<file path="src/rtl/vault_pkg.sv">
// ============================================================================
// Module : vault_pkg
// Brief  : Shared state encoding and timing defaults for the vault controller.
// Rev    : 1.0  initial release
// ============================================================================
`default_nettype none

package vault_pkg;

    typedef enum logic [1:0] {
        ST_IDLE    = 2'd0,
        ST_COLLECT = 2'd1,
        ST_OPEN    = 2'd2,
        ST_LOCKOUT = 2'd3
    } vault_state_t;

    localparam int c_tick_div     = 1048576;
    localparam int c_auth_window  = 8;
    localparam int c_open_time    = 16;
    localparam int c_max_fails    = 3;
    localparam int c_lockout_time = 32;

endpackage

`default_nettype wire

</file>
<file path="src/rtl/tick_gen.sv">
// ============================================================================
// Module : tick_gen
// Brief  : Free-running prescaler, one-cycle Tick when the count wraps.
// Rev    : 1.0  initial release
// ============================================================================
`default_nettype none

module tick_gen #(
    parameter int TICK_DIV = 1048576
) (
    input  logic Clk,
    input  logic Reset_n,
    output logic Tick
);

    localparam int c_cw = $clog2(TICK_DIV);
    localparam logic [c_cw-1:0] c_last = c_cw'(TICK_DIV - 1);

    logic [c_cw-1:0] r_cnt;

    always_ff @(posedge Clk or negedge Reset_n) begin
        if (!Reset_n) begin
            r_cnt <= '0;
        end else if (r_cnt == c_last) begin
            r_cnt <= '0;
        end else begin
            r_cnt <= r_cnt + c_cw'(1);
        end
    end

    assign Tick = (r_cnt == c_last);

endmodule

`default_nettype wire

</file>
<file path="src/rtl/quorum_vault_controller.sv">
// ============================================================================
// Module : quorum_vault_controller
// Brief  : Quorum-based vault unlock FSM with approval window, auto-relock
//          and lockout after repeated failed sessions.
// Rev    : 1.0  initial release
// ============================================================================
`default_nettype none

module quorum_vault_controller
    import vault_pkg::*;
#(
    parameter int NUM_VP        = 4,
    parameter int OPEN_QUORUM   = 1,
    parameter int CLOSED_QUORUM = 2,
    parameter int TICK_DIV      = c_tick_div,
    parameter int AUTH_WINDOW   = c_auth_window,
    parameter int OPEN_TIME     = c_open_time,
    parameter int MAX_FAILS     = c_max_fails,
    parameter int LOCKOUT_TIME  = c_lockout_time
) (
    input  logic                             Clk,
    input  logic                             Reset_n,
    input  logic                             BankTiming,
    input  logic                             Request,
    input  logic                             PresidentAuth,
    input  logic [NUM_VP-1:0]                VPAuth,
    input  logic                             GuardAvailable,
    output logic                             VaultStatus,
    output logic [1:0]                       State,
    output logic [$clog2(MAX_FAILS+1)-1:0]   FailCount,
    output logic                             Alarm
);

    localparam int c_fw     = $clog2(MAX_FAILS + 1);
    localparam int c_pw     = $clog2(NUM_VP + 1);
    localparam int c_tmax_a = (AUTH_WINDOW > OPEN_TIME) ? AUTH_WINDOW : OPEN_TIME;
    localparam int c_tmax   = (c_tmax_a > LOCKOUT_TIME) ? c_tmax_a : LOCKOUT_TIME;
    localparam int c_tw     = $clog2(c_tmax + 1);

    vault_state_t      r_state;
    logic [c_tw-1:0]   r_timer;
    logic [c_fw-1:0]   r_fails;
    logic              r_pres;
    logic [NUM_VP-1:0] r_vp;
    logic              r_vault;
    logic              r_alarm;
    logic              r_req_d;
    logic              r_armed;

    logic              w_tick;
    logic              w_req_edge;
    logic              w_pres_all;
    logic [NUM_VP-1:0] w_vp_all;
    logic [c_pw-1:0]   w_vp_cnt;
    logic [c_pw-1:0]   w_quorum;
    logic              w_grant;
    logic              w_expire;
    logic [c_fw-1:0]   w_fail_next;

    tick_gen #(
        .TICK_DIV (TICK_DIV)
    ) u_tick_gen (
        .Clk     (Clk),
        .Reset_n (Reset_n),
        .Tick    (w_tick)
    );

    // r_armed blocks a Request that was already high when reset released.
    always_ff @(posedge Clk or negedge Reset_n) begin
        if (!Reset_n) begin
            r_req_d <= 1'b0;
            r_armed <= 1'b0;
        end else begin
            r_req_d <= Request;
            if (!Request) begin
                r_armed <= 1'b1;
            end
        end
    end

    assign w_req_edge = Request & ~r_req_d & r_armed;

    assign w_pres_all = r_pres | PresidentAuth;
    assign w_vp_all   = r_vp | VPAuth;

    always_comb begin
        w_vp_cnt = '0;
        for (int i = 0; i < NUM_VP; i++) begin
            w_vp_cnt = w_vp_cnt + c_pw'(w_vp_all[i]);
        end
    end

    assign w_quorum    = BankTiming ? c_pw'(OPEN_QUORUM) : c_pw'(CLOSED_QUORUM);
    assign w_grant     = GuardAvailable & (w_pres_all | (w_vp_cnt >= w_quorum));
    // A timer "reaches 0" on the tick that would take it from 1 to 0.
    assign w_expire    = w_tick & (r_timer <= c_tw'(1));
    assign w_fail_next = (r_fails == c_fw'(MAX_FAILS)) ? r_fails : r_fails + c_fw'(1);

    always_ff @(posedge Clk or negedge Reset_n) begin
        if (!Reset_n) begin
            r_state <= ST_IDLE;
            r_timer <= '0;
            r_fails <= '0;
            r_pres  <= 1'b0;
            r_vp    <= '0;
            r_vault <= 1'b0;
            r_alarm <= 1'b0;
        end else begin
            case (r_state)
                ST_IDLE: begin
                    if (w_req_edge) begin
                        r_state <= ST_COLLECT;
                        r_pres  <= 1'b0;
                        r_vp    <= '0;
                        r_timer <= c_tw'(AUTH_WINDOW);
                    end
                end
                ST_COLLECT: begin
                    r_pres <= w_pres_all;
                    r_vp   <= w_vp_all;
                    if (w_tick && r_timer != '0) begin
                        r_timer <= r_timer - c_tw'(1);
                    end
                    if (w_grant) begin
                        r_state <= ST_OPEN;
                        r_vault <= 1'b1;
                        r_fails <= '0;
                        r_timer <= c_tw'(OPEN_TIME);
                    end else if (w_expire) begin
                        r_fails <= w_fail_next;
                        if (w_fail_next == c_fw'(MAX_FAILS)) begin
                            r_state <= ST_LOCKOUT;
                            r_alarm <= 1'b1;
                            r_timer <= c_tw'(LOCKOUT_TIME);
                        end else begin
                            r_state <= ST_IDLE;
                        end
                    end
                end
                ST_OPEN: begin
                    if (!GuardAvailable || w_expire) begin
                        r_state <= ST_IDLE;
                        r_vault <= 1'b0;
                    end else if (w_tick) begin
                        r_timer <= r_timer - c_tw'(1);
                    end
                end
                ST_LOCKOUT: begin
                    if (w_expire || (PresidentAuth && GuardAvailable)) begin
                        r_state <= ST_IDLE;
                        r_alarm <= 1'b0;
                        r_fails <= '0;
                    end else if (w_tick) begin
                        r_timer <= r_timer - c_tw'(1);
                    end
                end
                default: begin
                    r_state <= ST_IDLE;
                    r_vault <= 1'b0;
                    r_alarm <= 1'b0;
                end
            endcase
        end
    end

    assign State       = r_state;
    assign VaultStatus = r_vault;
    assign FailCount   = r_fails;
    assign Alarm       = r_alarm;

endmodule

`default_nettype wire

</file>
<file path="config.mk">
export PLATFORM = sky130hd
export DESIGN_NAME = quorum_vault_controller
export DESIGN_NICKNAME = d
export VERILOG_FILES = /design/src/rtl/vault_pkg.sv /design/src/rtl/tick_gen.sv /design/src/rtl/quorum_vault_controller.sv
export SDC_FILE = /design/constraint.sdc
export NUM_CORES = 1
export LEC_CHECK = 0
export BUFFER_PORTS_ARGS = -buffer_cell sky130_fd_sc_hd__clkbuf_2
export CORE_MARGIN = 5
export CORE_UTILIZATION = 50
export DETAILED_ROUTE_END_ITERATION = 12
export GPL_ROUTABILITY_DRIVEN = 0
export PLACE_DENSITY = 0.71
export SETUP_SLACK_MARGIN = 0.02
export SKIP_LAST_GASP = 1
export SLEW_MARGIN = 20
export SYNTH_ARGS = -nofsm -noshare
export SYNTH_HDL_FRONTEND = slang
export SYNTH_HIERARCHICAL = 1
export SYNTH_SLANG_ARGS = --single-unit
</file>
<file path="constraint.sdc">
create_clock -name Clk -period 2.77 [get_ports Clk]
set_clock_uncertainty 0.15 [all_clocks]
set_input_delay 0.4155 -clock Clk [delete_from_list [all_inputs] [get_ports Clk]]
set_output_delay 0.4155 -clock Clk [all_outputs]
set_load 0.02 [all_outputs]
</file>
==> results of run 1 <==
-- sequential cells by signal (all words and copies together) (netlist names) --
register / flops
r_vp: 4
r_armed: 1
VaultStatus: 1
State: 2
r_req_d: 1
r_pres: 1
Alarm: 1
r_timer: 6
u_tick_gen/r_cnt: 20
FailCount: 2
-- power by group --
group	switching (mW)	internal (mW)
clock network	0.202	0.177
logic	0.487	0.372
registers	0.142	0.660
-- path summary, 6_finish.rpt --
path,to,cells past startpoint,slack (ns),start
hold reg to reg,u_tick_gen/r_cnt[0]$_DFF_PN0_,1,0.32,u_tick_gen/r_cnt[0]$_DFF_PN0_
min in group Clk,r_req_d$_DFF_PN0_,1,0.11,Request
max in group asynchronous,u_tick_gen/r_cnt[16]$_DFF_PN0_,1,1.76,Reset_n
hold / removal,r_timer[3]$_DFFE_PN0P_,1,0.11,Reset_n
setup reg to reg,FailCount[1]$_DFFE_PN0P_,10,-0.03,r_vp[3]$_DFFE_PN0P_
setup / recovery,FailCount[1]$_DFFE_PN0P_,10,-0.03,r_vp[3]$_DFFE_PN0P_
-- cell type report --
cell class | instances | area share
sequential | 39 | 0.3700
clock buffer | 7 | 0.02894
inverter | 13 | 0.01850
timing repair buffer | 24 | 0.05550
clock inverter | 1 | 0.001898
tap | 52 | 0.02467
multi-input combinational | 177 | 0.5005
-- cell families (layout without fill, tap and decap cells) --
family,count (synthesis),count (layout),share of synthesized area
AO/OA/AOI/OAI,58,58,0.1785
XOR/XNOR,18,18,0.06837
adder cells (fa/ha/maj),9,9,0.05534
buffers and inverters,23,45,0.05643
flip-flops,39,39,0.4232
multiplexers,1,1,0.004341
AND/OR/NAND/NOR,91,91,0.2138
-- routing by layer --
layer,GRT usage,up-vias,routed length [um]
met5,0,-,0
met4,0.09459,0,110
met3,0.04398,11,184
met1,0.2086,853,2259
met2,0.2671,38,2201
li1,-,898,-
-- what timing repair did --
action / 4_1_cts / 5_1_grt
pin swaps: 10 / 5
gates resized for setup: 21 / 6
endpoints found under the setup margin: 10 / 11
-- critical path, stage by stage, from the launching register on --
cell,delay (ns)
dfrtp_1,0.37
nor2_2,0.05
fa_1,0.54
inv_2,0.05
ha_4,0.16
fa_2,0.59
nand2b_4,0.07
o21a_1,0.22
o31ai_2,0.23
o21a_1,0.18
a22oi_1,0.08
-- cell usage in the layout (no fill, tap or decap), types with 5 or more instances in the layout --
master and instances:
xor2_1 9, inv_1 12, dfrtp_1 39, clkbuf_8 5, a21oi_1 8, nand3_1 13
a22o_1 5, xnor2_1 9, clkbuf_2 15, nor2_1 21, ha_1 6, nand2_1 15
buf_4 8, o21ai_0 8
==> flow_metrics.env, run 1 <==
export IMPL_status="finished with violations"
export IMPL_failed_checks="negative setup slack"
export IMPL_max_slew_margin=0.3553
export IMPL_ctsHoldBuffers=0
export IMPL_fill_cells=386
export IMPL_fin_area_mm2=0.002638
export IMPL_maxCapViolations=0
export IMPL_ant_nets=0
export IMPL_drt_initial_drc_count=145
export IMPL_rows=24
export IMPL_power_leakage_nw=1.112
export IMPL_cts_path_max_buffers=2
export IMPL_fmax_mhz=357.2
export IMPL_yosysMostFrequentCell="dfrtp_1"
export IMPL_synth_seq_area_share=0.4232
export IMPL_ys_flop_type="dfrtp_1"
export IMPL_endpoint_kind="register"
export IMPL_synth_top_area_frac=0.4232
export IMPL_crit_arrival_ns=2.83
export IMPL_synth_cell_types=55
export IMPL_initial_utilization=0.5224
export IMPL_grt_pass1_wl_um=8259
export IMPL_worst_pin_slew_ns=0.9670
export IMPL_synthTopCellsByArea="dfrtp_1 (42%), ha_1 (3.8%), nor2_1 (3.7%), xnor2_1 (3.4%), xor2_1 (3.4%)"
export IMPL_routed_wirelength_um=4755
export IMPL_cts_sinks=39
export IMPL_period_minus_slack_ns=2.800
export IMPL_slew_violations=0
export IMPL_fin_total_pwr_mw=2.040
export IMPL_synthCells=239
export IMPL_drt_pass1_iter_count=4
export IMPL_drc=0
export IMPL_vdd_drop_max_mv=0.4838
export IMPL_rsz0062_at_grt="true"
export IMPL_holdWs_ns=0.1058
export IMPL_place_area_mm2=0.002441
export IMPL_fin_util=0.5975
export IMPL_ys_top_cells_by_count="dfrtp_1 (39), nor2_1 (23), nand2_1 (16)"
export IMPL_path_class="reg -> reg"
export IMPL_dp_hpwl_um=3168
export IMPL_port_buffers=15
export IMPL_antenna_found_initial=0
export IMPL_synth_seq_cells=39
export IMPL_routed_via_density=5.751
export IMPL_die_w_um=77.91
export IMPL_synth_avg_cell_area_um2=9.648
export IMPL_synth_top_area_cell="dfrtp_1"
export IMPL_setup_ws_ns=-0.02985
export IMPL_post_cts_buffers=0
export IMPL_clk_latency_ns=0.30
export IMPL_period_share=1.011
export IMPL_ys_warn_count=6
export IMPL_drive_gt1_frac=0.2337
export IMPL_root_buffer="clkbuf_8"
export IMPL_netlist_area_mm2=0.002306
export IMPL_cts_tree="yes"
export IMPL_register_area_um2=975.9
export IMPL_required_ns=2.80
export IMPL_power_per_cell_area_mw_per_mm2=773.5
export IMPL_via_count=1800
export IMPL_dp_slack_ns=-0.2771
export IMPL_die_y_um=77.91
export IMPL_grt_max_degree=40
export IMPL_h_tree_depth=2
export IMPL_multi_input_area_mm2=0.001320
export IMPL_grt_overflow_total=0
export IMPL_placed_cells=305
export IMPL_synth_nets=258
export IMPL_syn_to_final_growth_pct=14.38
export IMPL_nNetsFinal=279
export IMPL_num_io_pins=16
export IMPL_start_kind="register"
export IMPL_antenna_diode_count=0
export IMPL_grt_pass1_vias=1836
export IMPL_grt_util_all_layers=0.1688
export IMPL_finalHoldViolCount=0
export IMPL_dieArea_mm2=0.006070
export IMPL_setup_tns_ns=-0.09421
export IMPL_numCtsBuffers=5
export IMPL_core_area_mm2=0.004414
export IMPL_clk_pin_slew_ns=0.08
export IMPL_setup_viol=5
export IMPL_instances_no_fill=313
export IMPL_async_reset_ff_frac=1.000
export IMPL_cp_max_fo=2
export IMPL_post_drt_wl_per_cell_um=15.19
export IMPL_synth_edff_count=0
export IMPL_hold_class="in -> async"
No activity file was read; power rests on OpenSTA's default activity.
==> run 2, diff against run 1 <==
--- a/config.mk
+++ b/config.mk
@@ -8,6 +8,7 @@
 export BUFFER_PORTS_ARGS = -buffer_cell sky130_fd_sc_hd__clkbuf_2
 export CORE_MARGIN = 5
 export CORE_UTILIZATION = 50
+export CTS_BUF_LIST = sky130_fd_sc_hd__clkbuf_8 sky130_fd_sc_hd__clkbuf_16
 export DETAILED_ROUTE_END_ITERATION = 12
 export GPL_ROUTABILITY_DRIVEN = 0
 export PLACE_DENSITY = 0.71
==> run 2 against run 1 <==
Effect of this change: register-to-register slack about the same; combinational power hardly changed; global-route usage is essentially flat; the run still ends with negative setup slack left; power fell by 0.27%; fmax grew 0.19%; wire length barely moved; sequential share of layout area unchanged; core utilization unchanged; critical path depth unchanged; worst hold slack got worse by 0.0055 ns; highest routed layer unchanged; first-iteration DRC count shrank 6.2%; final area did not move.
==> flow_metrics.env, run 2 (synthesized netlist as in run 1, its figures left out) <==
export IMPL_h_tree_depth=2
export IMPL_hold_class="in -> async"
export IMPL_placed_cells=305
export IMPL_start_kind="register"
export IMPL_core_area_mm2=0.004414
export IMPL_vdd_drop_max_mv=0.4846
export IMPL_rows=24
export IMPL_num_io_pins=16
export IMPL_status="finished with violations"
export IMPL_post_drt_wl_per_cell_um=15.20
export IMPL_required_ns=2.78
export IMPL_drc=0
export IMPL_antenna_diode_count=0
export IMPL_syn_to_final_growth_pct=14.38
export IMPL_drt_pass1_iter_count=7
export IMPL_cts_path_max_buffers=2
export IMPL_dp_hpwl_um=3168
export IMPL_topRoutingLayerUsed="met4"
export IMPL_drt_initial_drc_count=136
export IMPL_clk_pin_slew_ns=0.08
export IMPL_drt_met1_wl_um=2217
export IMPL_fin_area_mm2=0.002638
export IMPL_routed_via_density=5.783
export IMPL_met2_length_um=2203
export IMPL_reg2reg_slack_ns=-0.02
export IMPL_grt_pass1_wl_um=8266
export IMPL_fill_cells=386
export IMPL_root_buffer="clkbuf_8"
export IMPL_grt_util_all_layers=0.1691
export IMPL_regMostFlops="u_tick_gen/r_cnt"
export IMPL_power_leakage_nw=1.121
export IMPL_finalHoldViolCount=0
export IMPL_cp_max_fo=5
export IMPL_post_cts_buffers=0
export IMPL_setup_viol=6
export IMPL_drive_gt1_frac=0.2337
export IMPL_layout_common_cells="dfrtp_1 (39), nor2_1 (21), nand2_1 (15), clkbuf_2 (15), inv_1 (14)"
export IMPL_numCtsBuffers=5
export IMPL_maxCapViolations=0
export IMPL_grt_max_degree=40
export IMPL_place_area_mm2=0.002441
export IMPL_setup_ws_ns=-0.02466
export IMPL_nNetsFinal=279
export IMPL_top_regs="u_tick_gen/r_cnt: 20 flops, r_timer: 6 flops, r_vp: 4 flops"
export IMPL_dp_slack_ns=-0.2771
export IMPL_crit_arrival_ns=2.81
export IMPL_worst_pin_slew_ns=0.9605
export IMPL_via_count=1810
export IMPL_ant_nets=0
export IMPL_period_minus_slack_ns=2.795
export IMPL_power_per_cell_area_mw_per_mm2=771.3
export IMPL_cts_tree="yes"
export IMPL_path_class="reg -> reg"
export IMPL_wl_met3_um=219
export IMPL_die_w_um=77.91
export IMPL_grt_overflow_total=0
export IMPL_fmax_mhz=357.8
export IMPL_grt_pass1_vias=1836
export IMPL_failed_checks="negative setup slack"
export IMPL_rsz0062_at_grt="true"
export IMPL_layout_commonest_cell="dfrtp_1"
export IMPL_period_share=1.009
export IMPL_max_slew_margin=0.3597
export IMPL_dieArea_mm2=0.006070
export IMPL_slew_violations=0
export IMPL_largest_reg_flops=20
export IMPL_instances_no_fill=313
export IMPL_setup_tns_ns=-0.07845
export IMPL_port_buffers=15
export IMPL_cts_sinks=39
export IMPL_antenna_found_initial=0
export IMPL_routed_wirelength_um=4759
export IMPL_endpoint_kind="register"
export IMPL_initial_utilization=0.5224
export IMPL_clk_latency_ns=0.30
export IMPL_holdWs_ns=0.1003
export IMPL_die_y_um=77.91
[run 2: path summary, 6_finish.rpt]
check                                              start                             end  depth (start not counted)
hold reg to reg            u_tick_gen/r_cnt[0]$_DFF_PN0_   u_tick_gen/r_cnt[0]$_DFF_PN0_                          1
hold / removal                                   Reset_n          r_timer[3]$_DFFE_PN0P_                          1
min in group Clk                                 Request               r_req_d$_DFF_PN0_                          1
setup / recovery                     r_vp[3]$_DFFE_PN0P_          r_timer[2]$_DFFE_PN0P_                         10
max in group asynchronous                        Reset_n  u_tick_gen/r_cnt[16]$_DFF_PN0_                          1
setup reg to reg                     r_vp[3]$_DFFE_PN0P_          r_timer[2]$_DFFE_PN0P_                         10
[run 2: layout make-up]
cell class                      count  area, um2  share of cell area
Clock buffer                        5      68.82             0.02609
Sequential cell                    39      975.9              0.3700
Inverter                           13      48.80             0.01850
Tap cell                           52      65.06             0.02467
Clock inverter                      3      12.51            0.004744
Multi-Input combinational cell    177       1320              0.5005
Timing Repair Buffer               24      146.4             0.05550
[run 2: worst max-delay path, cell delays in order, from the launching register on]
cell	delay, ns
dfrtp_1	0.37
nor2_2	0.05
fa_1	0.54
inv_2	0.05
ha_4	0.16
fa_2	0.59
nand2b_4	0.07
o21ai_4	0.26
a2111oi_4	0.12
a311oi_1	0.26
a211oi_2	0.05
[run 2: repair_timing]
action | in CTS | in global routing
gates cloned | 0 | 0
pin swaps | 10 | 5
endpoints found under the setup margin | 10 | 11
hold buffers | 0 | 0
resized for setup | 21 | 6
[run 2: power breakdown]
| part | internal [mW] | switching, mW |
|---|---|---|
| sequential | 0.660 | 0.143 |
| combinational | 0.371 | 0.487 |
| clock | 0.170 | 0.204 |
| total | 1.20 | 0.834 |
[run 2: per-layer routing]
layer,track usage,vias to the layer above
li1,-,899
met3,0.04398,12
met4,0.09459,0
met2,0.2663,44
met1,0.2101,855
met5,0,-
[run 2: per-stage QoR]
stage / utilization / power [mW]
after global routing: 0.5975 / 2.171
after detailed placement: 0.5530 / 1.484
final: 0.5975 / 2.034
after floorplan: - / 1.343
after global placement: 0.5530 / 1.473
after CTS: 0.5930 / 1.996
